File: src/rtl/data_mem_access.sv
// Memory stage: issues one data-cache request per load or store and stalls the pipeline until
// the cache answers or the wait budget runs out. It also shapes results for the MEM/WB register.
module data_mem_access #(
    parameter int unsigned MAX_WAIT = 255
) (
    input  logic        clk,
    input  logic        rst,
    input  logic        valid_in,
    input  logic        mem_read_in,
    input  logic        mem_write_in,
    input  logic [2:0]  funct3_in,
    input  logic [31:0] addr_in,
    input  logic [31:0] wdata_in,
    input  logic [3:0]  mbe_in,
    input  logic [4:0]  rd_in,
    output logic        stall_out,
    output logic [31:0] d_addr,
    output logic        d_read,
    output logic        d_write,
    output logic [3:0]  d_mbe,
    output logic [31:0] d_wdata,
    input  logic [31:0] d_rdata,
    input  logic        d_resp,
    output logic        wb_valid,
    output logic [4:0]  wb_rd,
    output logic [31:0] wb_data,
    output logic        wb_err,
    output logic        wb_misaligned
);

    localparam int CW = (MAX_WAIT > 1) ? $clog2(MAX_WAIT) : 1;
    localparam logic [CW-1:0] LAST_WAIT = CW'(MAX_WAIT - 1);

    typedef enum logic {IDLE, BUSY} state_t;

    state_t        state_q, state_d;
    logic [CW-1:0] wait_cnt_q, wait_cnt_d;

    logic [31:0] d_addr_q, d_addr_d;
    logic        d_read_q, d_read_d;
    logic        d_write_q, d_write_d;
    logic [3:0]  d_mbe_q, d_mbe_d;
    logic [31:0] d_wdata_q, d_wdata_d;

    // Instruction context kept for the whole access so the result does not depend on upstream.
    logic [2:0]  f3_q, f3_d;
    logic [1:0]  off_q, off_d;
    logic [4:0]  rd_q, rd_d;
    logic        store_q, store_d;

    logic        wb_valid_q, wb_valid_d;
    logic [4:0]  wb_rd_q, wb_rd_d;
    logic [31:0] wb_data_q, wb_data_d;
    logic        wb_err_q, wb_err_d;
    logic        wb_mis_q, wb_mis_d;

    logic        stall_c;
    logic        is_mem;
    logic        misaligned;
    logic [31:0] rdata_shift;
    logic [31:0] load_data;

    assign is_mem = mem_read_in | mem_write_in;

    // Width code bits [1:0] give the access size for both loads and stores.
    always_comb begin
        misaligned = 1'b0;
        case (funct3_in[1:0])
            2'b01:   misaligned = is_mem && (addr_in[1:0] == 2'b11);
            2'b10:   misaligned = is_mem && (addr_in[1:0] != 2'b00);
            default: misaligned = 1'b0;
        endcase
    end

    assign rdata_shift = d_rdata >> {off_q, 3'b000};

    always_comb begin
        load_data = d_rdata;
        case (f3_q)
            3'b000:  load_data = {{24{rdata_shift[7]}}, rdata_shift[7:0]};
            3'b001:  load_data = {{16{rdata_shift[15]}}, rdata_shift[15:0]};
            3'b100:  load_data = {24'd0, rdata_shift[7:0]};
            3'b101:  load_data = {16'd0, rdata_shift[15:0]};
            default: load_data = d_rdata;
        endcase
    end

    always_comb begin
        state_d    = state_q;
        wait_cnt_d = wait_cnt_q;
        d_addr_d   = d_addr_q;
        d_read_d   = d_read_q;
        d_write_d  = d_write_q;
        d_mbe_d    = d_mbe_q;
        d_wdata_d  = d_wdata_q;
        f3_d       = f3_q;
        off_d      = off_q;
        rd_d       = rd_q;
        store_d    = store_q;
        wb_valid_d = 1'b0;
        wb_rd_d    = wb_rd_q;
        wb_data_d  = wb_data_q;
        wb_err_d   = wb_err_q;
        wb_mis_d   = wb_mis_q;
        stall_c    = 1'b0;

        case (state_q)
            IDLE: begin
                if (valid_in) begin
                    if (is_mem && !misaligned) begin
                        stall_c    = 1'b1;
                        state_d    = BUSY;
                        wait_cnt_d = '0;
                        d_addr_d   = {addr_in[31:2], 2'b00};
                        d_read_d   = mem_read_in;
                        d_write_d  = mem_write_in;
                        d_mbe_d    = mem_read_in ? 4'b1111 : mbe_in;
                        d_wdata_d  = mem_write_in ? (wdata_in << {addr_in[1:0], 3'b000}) : 32'd0;
                        f3_d       = funct3_in;
                        off_d      = addr_in[1:0];
                        rd_d       = rd_in;
                        store_d    = mem_write_in;
                    end else begin
                        // Pass-through results and suppressed misaligned accesses retire next edge.
                        wb_valid_d = 1'b1;
                        wb_rd_d    = rd_in;
                        wb_err_d   = 1'b0;
                        wb_mis_d   = is_mem;
                        wb_data_d  = is_mem ? 32'd0 : addr_in;
                    end
                end
            end
            BUSY: begin
                if (d_resp) begin
                    state_d    = IDLE;
                    d_read_d   = 1'b0;
                    d_write_d  = 1'b0;
                    wb_valid_d = 1'b1;
                    wb_rd_d    = rd_q;
                    wb_data_d  = store_q ? 32'd0 : load_data;
                    wb_err_d   = 1'b0;
                    wb_mis_d   = 1'b0;
                end else if (wait_cnt_q == LAST_WAIT) begin
                    state_d    = IDLE;
                    d_read_d   = 1'b0;
                    d_write_d  = 1'b0;
                    wb_valid_d = 1'b1;
                    wb_rd_d    = rd_q;
                    wb_data_d  = 32'd0;
                    wb_err_d   = 1'b1;
                    wb_mis_d   = 1'b0;
                end else begin
                    stall_c    = 1'b1;
                    wait_cnt_d = wait_cnt_q + 1'b1;
                end
            end
            default: state_d = IDLE;
        endcase
    end

    always_ff @(posedge clk or negedge rst) begin
        if (!rst) begin
            state_q    <= IDLE;
            wait_cnt_q <= '0;
            d_addr_q   <= '0;
            d_read_q   <= 1'b0;
            d_write_q  <= 1'b0;
            d_mbe_q    <= '0;
            d_wdata_q  <= '0;
            f3_q       <= '0;
            off_q      <= '0;
            rd_q       <= '0;
            store_q    <= 1'b0;
            wb_valid_q <= 1'b0;
            wb_rd_q    <= '0;
            wb_data_q  <= '0;
            wb_err_q   <= 1'b0;
            wb_mis_q   <= 1'b0;
        end else begin
            state_q    <= state_d;
            wait_cnt_q <= wait_cnt_d;
            d_addr_q   <= d_addr_d;
            d_read_q   <= d_read_d;
            d_write_q  <= d_write_d;
            d_mbe_q    <= d_mbe_d;
            d_wdata_q  <= d_wdata_d;
            f3_q       <= f3_d;
            off_q      <= off_d;
            rd_q       <= rd_d;
            store_q    <= store_d;
            wb_valid_q <= wb_valid_d;
            wb_rd_q    <= wb_rd_d;
            wb_data_q  <= wb_data_d;
            wb_err_q   <= wb_err_d;
            wb_mis_q   <= wb_mis_d;
        end
    end

    // Reset must also silence the combinational stall, since IDLE decode could otherwise raise it.
    assign stall_out     = rst & stall_c;
    assign d_addr        = d_addr_q;
    assign d_read        = d_read_q;
    assign d_write       = d_write_q;
    assign d_mbe         = d_mbe_q;
    assign d_wdata       = d_wdata_q;
    assign wb_valid      = wb_valid_q;
    assign wb_rd         = wb_rd_q;
    assign wb_data       = wb_data_q;
    assign wb_err        = wb_err_q;
    assign wb_misaligned = wb_mis_q;

endmodule
File: config.mk
export PLATFORM = sky130hd
export DESIGN_NAME = data_mem_access
export DESIGN_NICKNAME = d
export VERILOG_FILES = /design/src/rtl/data_mem_access.sv
export SDC_FILE = /design/constraint.sdc
export NUM_CORES = 1
export LEC_CHECK = 0
export CORE_MARGIN = 4
export CORE_UTILIZATION = 40
export CTS_BUF_LIST = sky130_fd_sc_hd__clkbuf_16
export CTS_CLUSTER_SIZE = 10
export DETAILED_ROUTE_END_ITERATION = 16
export PLACE_DENSITY = 0.82
export SYNTH_ARGS = -nofsm -noshare
export SYNTH_HDL_FRONTEND = slang
export SYNTH_SLANG_ARGS = --single-unit
File: constraint.sdc
create_clock -name clk -period 6.4 [get_ports clk]
set_input_delay 1.92 -clock clk [delete_from_list [all_inputs] [get_ports clk]]
set_output_delay 1.92 -clock clk [all_outputs]
set_load 0.01 [all_outputs]
==> flow_metrics.py <==
metrics = {
    "outcome": {
        "status": "completed",
    },
    "clocking": {
        "insertion_delay_ns": 0.41,
        "cts_tree": "built",
        "clockBufferDepth": 2,
        "cts_setup_buffers": 0,
        "holdBufCountCts": 0,
        "clk_transition_reported_paths_ns": 0.05,
        "clock-root-buffer": "clkbuf_16",
        "cts_max_level": 4,
        "cts.sinks": 128,
        "post_cts_resized": 0,
        "numCtsBuffers": 17,
    },
    "sta": {
        "hold_viol_final": 0,
        "fin_ws_ns": 0.236,
        "maxSlewViolCount": 0,
        "fin_skew_ns": 0.00729,
        "tightest_slew_ns": 1.06,
        "layout_min_cycle_time_ns": 6.16,
        "fmax_ghz": 0.162,
        "fin_tns_setup_ns": 0,
        "maxSlewHeadroom": 0.288,
        "finalSetupViolCount": 0,
        "rsz0062_at_grt": "false",
        "finalCritPeriodShare": 0.963,
    },
    "placed_design": {
        "gp_congestion": 0.859,
        "dpl.hpwl_um": 14700,
        "dp_slack_ns": 0.242,
        "port_buffers": 222,
    },
    "global_routing": {
        "antenna_found_initial": 0,
        "grt_usage": 0.227,
        "overflow": 0,
        "grt_pass1_vias": 5857,
        "grt_pass1_wl_um": 32000,
        "grt_max_degree": 92,
    },
    "floorplan": {
        "io_pins": 225,
        "die_area_sq_um": 17900,
        "core-area_sq_um": 15300,
        "std_cell_rows": 45,
        "initial_core_util": 0.413,
        "die_w_um": 134,
        "die_h_um": 134,
    },
    "setup_path": {
        "end_kind": "primary output",
        "cpLargestDelayFamily": "buffers and inverters",
        "critical_path_required_ns": 4.48,
        "critPathMaxFanout": 2,
        "rrSetupSlack_ns": 3.62,
        "path_buf_inv": 3,
        "cpMaxStageDelayCell": "clkdlybuf4s50_1",
        "critical_path.max_stage_delay_ns": 0.54,
        "worstSetupPathType": "in2out",
        "start_kind": "input port",
        "critPathArrivalTime_ns": 4.24,
        "cp_cell_sequence": "clkdlybuf4s50_1, inv_1, ha_1, maj3_2, and2_1, or3_4, nand2_1, and2_1, clkdlybuf4s50_1",
    },
    "power": {
        "peakVddDrop_v": 0.000185,
        "power_density_nw_per_um2": 343,
        "p_leak_nw": 3.99,
    },
    "drt": {
        "drc": 0,
        "wl_um": 20400,
        "wl_per_cell_um": 18.0,
        "dr.pass1.iters": 5,
        "via_count": 6053,
        "routed_via_density": 5.33,
        "dr.first_iter.drc_count": 500,
        "ant_nets": 0,
    },
    "cells_and_area": {
        "layout_commonest_cell": "clkdlybuf4s50_1",
        "layout-drive-gt1-share": 0.0616,
        "n_antenna_cell": 0,
        "syn_to_final_growth_pct": 46.4,
        "mostFrequentLayoutCells": "clkdlybuf4s50_1, nand2_1, dfrtp_1",
        "finish.net_count": 1030,
    },
    "synth": {
        "syn_area_per_cell_sq_um": 8.86,
        "synth.yosys.warnings": 0,
        "synth_cell_type_count": 46,
        "syn-cell-area_sq_um": 6320,
        "syn_inst": 713,
        "postSynthRegisterBits": 128,
        "ys_seq_area_frac": 0.507,
    },
    "flow_run": {
        "drv_cap": 0,
    },
    "min_path": {
        "hp-class": "reg2reg",
    },
}
per-layer routing:
| metal | vias to the layer above | global-route usage | share of wire |
|---|---|---|---|
| met1 | 2863 | 0.300 | 0.42 |
| li1 | 2849 | - | - |
| met5 | - | 0 | 0 |
| met3 | 34 | 0.0763 | 0.093 |
| met4 | 0 | 0.0823 | 0.024 |
| met2 | 307 | 0.350 | 0.46 |
flip-flops by register name (all words and copies together) (netlist names):
| register | cells |
|---|---|
| d_wdata | 32 |
| wb_data | 32 |
| d_addr | 30 |
| wait_cnt_q | 8 |
| rd_q | 5 |
| wb_rd | 5 |
| d_mbe | 4 |
| f3_q | 3 |
| off_q | 2 |
| d_read | 1 |
| d_write | 1 |
| state_q | 1 |
| store_q | 1 |
| wb_err | 1 |
| wb_misaligned | 1 |
| wb_valid | 1 |
cell usage after synthesis (all sizes together):
master   instances  share of area
a21o             1         0.0012
a21oi           29          0.023
a22o             9          0.012
a22oi           17          0.020
a31o             1         0.0014
a31oi           25          0.025
and2             3         0.0030
and3b            1         0.0014
buf             28          0.025
clkbuf          25          0.015
conb             1        0.00059
dfrtp          128           0.51
ha               3         0.0059
inv              6         0.0036
maj3             1         0.0018
mux2            10          0.018
mux2i           24          0.038
nand2          210           0.12
nand2b          10         0.0099
nand3           14          0.011
nand3b           1         0.0012
nand4            1        0.00099
nor2            48          0.029
nor2b           13          0.013
nor3             3         0.0032
nor3b            2         0.0024
o211ai          16          0.019
o21a             8         0.0095
o21ai           39          0.031
o21bai           8         0.0095
o221ai           8          0.011
o22ai            8         0.0079
o2bb2ai          1         0.0014
o31ai            1         0.0020
o32ai            1         0.0014
or2              1        0.00099
or3              3         0.0030
or4              1         0.0012
xnor2            2         0.0028
xor2             2         0.0028
final cells by class:
class | count | area [sq um]
Tap cell | 211 | 264
Sequential cell | 128 | 3200
Fill cell | 1306 | 6060
Clock inverter | 14 | 150
Multi-Input combinational cell | 527 | 2880
Timing Repair Buffer | 233 | 2310
Inverter | 6 | 22.5
Clock buffer | 17 | 425
logic make-up after synthesis:
family / count (synthesis) / synth area share
AOI/OAI and AO/OA: 172 / 0.176
xor gates and xnor gates: 4 / 0.00554
adders and majority gates: 4 / 0.00772
buffers and inverters: 59 / 0.0436
DFF: 128 / 0.507
muxes: 34 / 0.0558
other: 1 / 0.000593
and+or+nand+nor: 311 / 0.204
metrics by stage:
| step | utilization | hold slack, ns | std cells | power (W) | instance area, sq um |
|---|---|---|---|---|---|
| after CTS | 0.604 | 0.468 | 1136 | 0.00320 | 9250 |
| after global placement | 0.567 | 0.449 | 1105 | 0.00222 | 8680 |
| final | 0.604 | 0.463 | 1136 | 0.00317 | 9250 |
| after global routing | 0.604 | 0.488 | 1136 | 0.00335 | 9250 |
| after floorplan | - | 0.439 | 714 | 0.00164 | 6320 |
| after detailed placement | 0.567 | 0.455 | 1105 | 0.00224 | 8680 |
worst reg2reg max path, cell delays in order (launching register included):
cell and delay (ns):
dfrtp_1 0.78, and3b_1 0.61, and2_0 0.84, a22oi_1 0.24, a31oi_1 0.22
report_power, final:
part	internal (W)	total (W)	switching, W
registers	0.00102	0.00118	0.000166
logic	0.000559	0.00104	0.000485
clock network	0.000602	0.000947	0.000345
worst paths after layout:
kind / depth (start not counted) / to / from
worst max-delay path: 9 / stall_out / funct3_in[0]
worst min-delay path: 2 / d_mbe[0]$_DFFE_PN0P_ / d_mbe[0]$_DFFE_PN0P_
worst max register to register: 4 / wb_data[19]$_DFFE_PN0P_ / state_q$_DFF_PN0_
worst min register to register: 2 / d_mbe[0]$_DFFE_PN0P_ / d_mbe[0]$_DFFE_PN0P_
max in group asynchronous: 2 / wb_data[26]$_DFFE_PN0P_ / rst
min in group asynchronous: 1 / wb_data[0]$_DFFE_PN0P_ / rst
Power figures use the tool's default switching activity.
==> RTL edit, RTL diff (config.mk and constraints unchanged) <==
`d_addr_q`, `d_wdata_q`, `rd_q` and `wb_data_q` no longer have a reset.
--- a/src/rtl/data_mem_access.sv
+++ b/src/rtl/data_mem_access.sv
@@ -162,38 +162,37 @@
         if (!rst) begin
             state_q    <= IDLE;
             wait_cnt_q <= '0;
-            d_addr_q   <= '0;
             d_read_q   <= 1'b0;
             d_write_q  <= 1'b0;
             d_mbe_q    <= '0;
-            d_wdata_q  <= '0;
             f3_q       <= '0;
             off_q      <= '0;
-            rd_q       <= '0;
             store_q    <= 1'b0;
             wb_valid_q <= 1'b0;
             wb_rd_q    <= '0;
-            wb_data_q  <= '0;
             wb_err_q   <= 1'b0;
             wb_mis_q   <= 1'b0;
         end else begin
             state_q    <= state_d;
             wait_cnt_q <= wait_cnt_d;
-            d_addr_q   <= d_addr_d;
             d_read_q   <= d_read_d;
             d_write_q  <= d_write_d;
             d_mbe_q    <= d_mbe_d;
-            d_wdata_q  <= d_wdata_d;
             f3_q       <= f3_d;
             off_q      <= off_d;
-            rd_q       <= rd_d;
             store_q    <= store_d;
             wb_valid_q <= wb_valid_d;
             wb_rd_q    <= wb_rd_d;
-            wb_data_q  <= wb_data_d;
             wb_err_q   <= wb_err_d;
             wb_mis_q   <= wb_mis_d;
         end
+    end
+
+    always_ff @(posedge clk) begin
+        d_addr_q  <= d_addr_d;
+        d_wdata_q <= d_wdata_d;
+        rd_q      <= rd_d;
+        wb_data_q <= wb_data_d;
     end
 
     // Reset must also silence the combinational stall, since IDLE decode could otherwise raise it.
Check against the original RTL: not equivalent (Yosys sat finds a counterexample within 4 cycles, from zero or initial values and one cycle with rst low).
==> RTL edit against the unedited design <==
Critical path depth shrank 1. Register-to-register slack better by 0.16 ns. Worst setup slack gained 0.049 ns. Non-clock buffer count fell by 4. Sequential cell count stayed put. Synthesized area down 7.4%. Final area shrank 5.0%. Routed wire length is 16% lower. Sequential share of layout area is 7.5 points higher. Combinational power fell by 46%. Count of clock-buffer cells in the layout is the same. Total power shrank 20%.
==> RTL edit: results (changes against the unedited design) <==
outcome=finished, final reports clean; crit-path max cell delay=0.54 ns (about the same); vias in the first global route=4786 (-18%); FFs w/ async S/R, synth=22.7% (-77 points); Synth cell types=47 (+2.2%); Initial DRC Count=334 (-33%); via count=4593 (-24%); ys flop type=edfxtp_1; pre-CTS setup slack=0.284 ns (+0.0421 ns); placed cell count=827 (-25%); Post-CTS Resized=0 (unchanged); CP Max Fanout=4 (+2); layout cells sized above 1=11.2% (+5.0 points); postcts setup bufs=0 (unchanged); Max Clock Skew=0.0118 ns (+0.00450 ns); post-synthesis sequential area ratio=63.2% (+12 points); GRT Total Usage=20.6% (-2.2 points); worst vdd rail ir drop=0.226 mV (+22%); CTS root buffer=clkbuf_16; drt pass-1 iters=4 (-1); top post-synthesis cells by count=edfxtp_1, nor2_1, nand2_1, dfrtp_1, o21ai_0; CTS Buf Count=17 (unchanged); CTS Buffer Depth=2 (unchanged); final instance count without filler cells=859 (-24%); family with the most delay on the worst path=buffers and inverters; critical path's slowest cell=clkdlybuf4s50_1; LEAKAGE=3.34 nW (-16%); # nets final=783 (-24%); number of flops mapped to enable cells by yosys=99 (+99); largest net degree at the start of global routing=92 (unchanged); Routed WL per cell=20.1 um (+12%); clk slew on worst S/H paths=roughly 0.060 ns; I/O Buffers=222 (unchanged); H-tree Lvls=4 (unchanged); Skew-Pair Late Insertion Delay=0.41 ns (about the same); global-route wire length before repair=26200 um (-18%); Ant. Diodes=0 (unchanged); worst hold path type=register to register; Synth area leaders=edfxtp_1, dfrtp_1, mux2_2, mux2i_1, nor2_1; CP Data Arrival Time=4.19 ns (-0.05 ns); synth warn=0 (unchanged); synthesized instance count=444 (-38%); Slew @ Worst Pin=1.11 ns (+0.0466 ns); routability cong.=0.928 (+8.0%); dpl cell area=8240 um2 (-5.0%); DP HPWL=12700 um (-14%); antenna violations before repair=0 (unchanged)
==> RTL edit: path summary, 6_finish.rpt <==
path | start | end | slack (ns) | depth (start not counted)
worst max-delay path | funct3_in[0] | stall_out | 0.29 | 8
worst min-delay path | wb_rd[2] | wb_rd[2] | 0.50 | 1
worst max register to register | state_q | f3_q[2] | 3.78 | 4
worst min register to register | wb_rd[2] | wb_rd[2] | 0.50 | 1
max in group asynchronous | rst | store_q | 4.19 | 2
min in group asynchronous | rst | state_q | 1.93 | 2
==> RTL edit: logic make-up (layout without fill, tap and decap cells) <==
group,Yosys count,after routing,synth area share [%]
XOR/XNOR,5,5,0.748
buffers and inverters,35,269,2.69
AO/OA/AOI/OAI,100,100,12.8
adder cells (fa/ha/maj),4,4,0.812
flip-flops,128,128,63.2
AND/OR/NAND/NOR,119,119,9.98
multiplexers,52,52,9.70
other,1,2,0.0641
==> RTL edit: worst register-to-register path, stage by stage (launching register included) <==
cell and delay (ns):
dfrtp_1 0.57, nand2b_1 0.35, a211oi_4 0.25, buf_4 0.89, mux2_2 0.44
==> RTL edit: power breakdown <==
part / total [mW] / switching (mW) / internal [mW]
combinational: 0.557 / 0.255 / 0.302
sequential: 1.09 / 0.0787 / 1.02
clock: 0.891 / 0.361 / 0.530
total: 2.54 / 0.695 / 1.85
==> RTL edit: area by class of cell <==
cell class	count	area, um2
Fill cell	1067	5310
Sequential cell	128	3700
Timing Repair Buffer	229	2270
Multi-Input combinational cell	282	2010
Clock buffer	17	425
Tap cell	180	225
Clock inverter	15	119
Inverter	8	30.0
==> RTL edit: layer usage <==
metal | GRT usage, % | vias up | wire, um
met5 | 0 | - | 0
met4 | 9.51 | 0 | 431
met3 | 4.86 | 31 | 1080
met2 | 35.2 | 186 | 9180
met1 | 24.5 | 2251 | 6570
li1 | - | 2125 | -
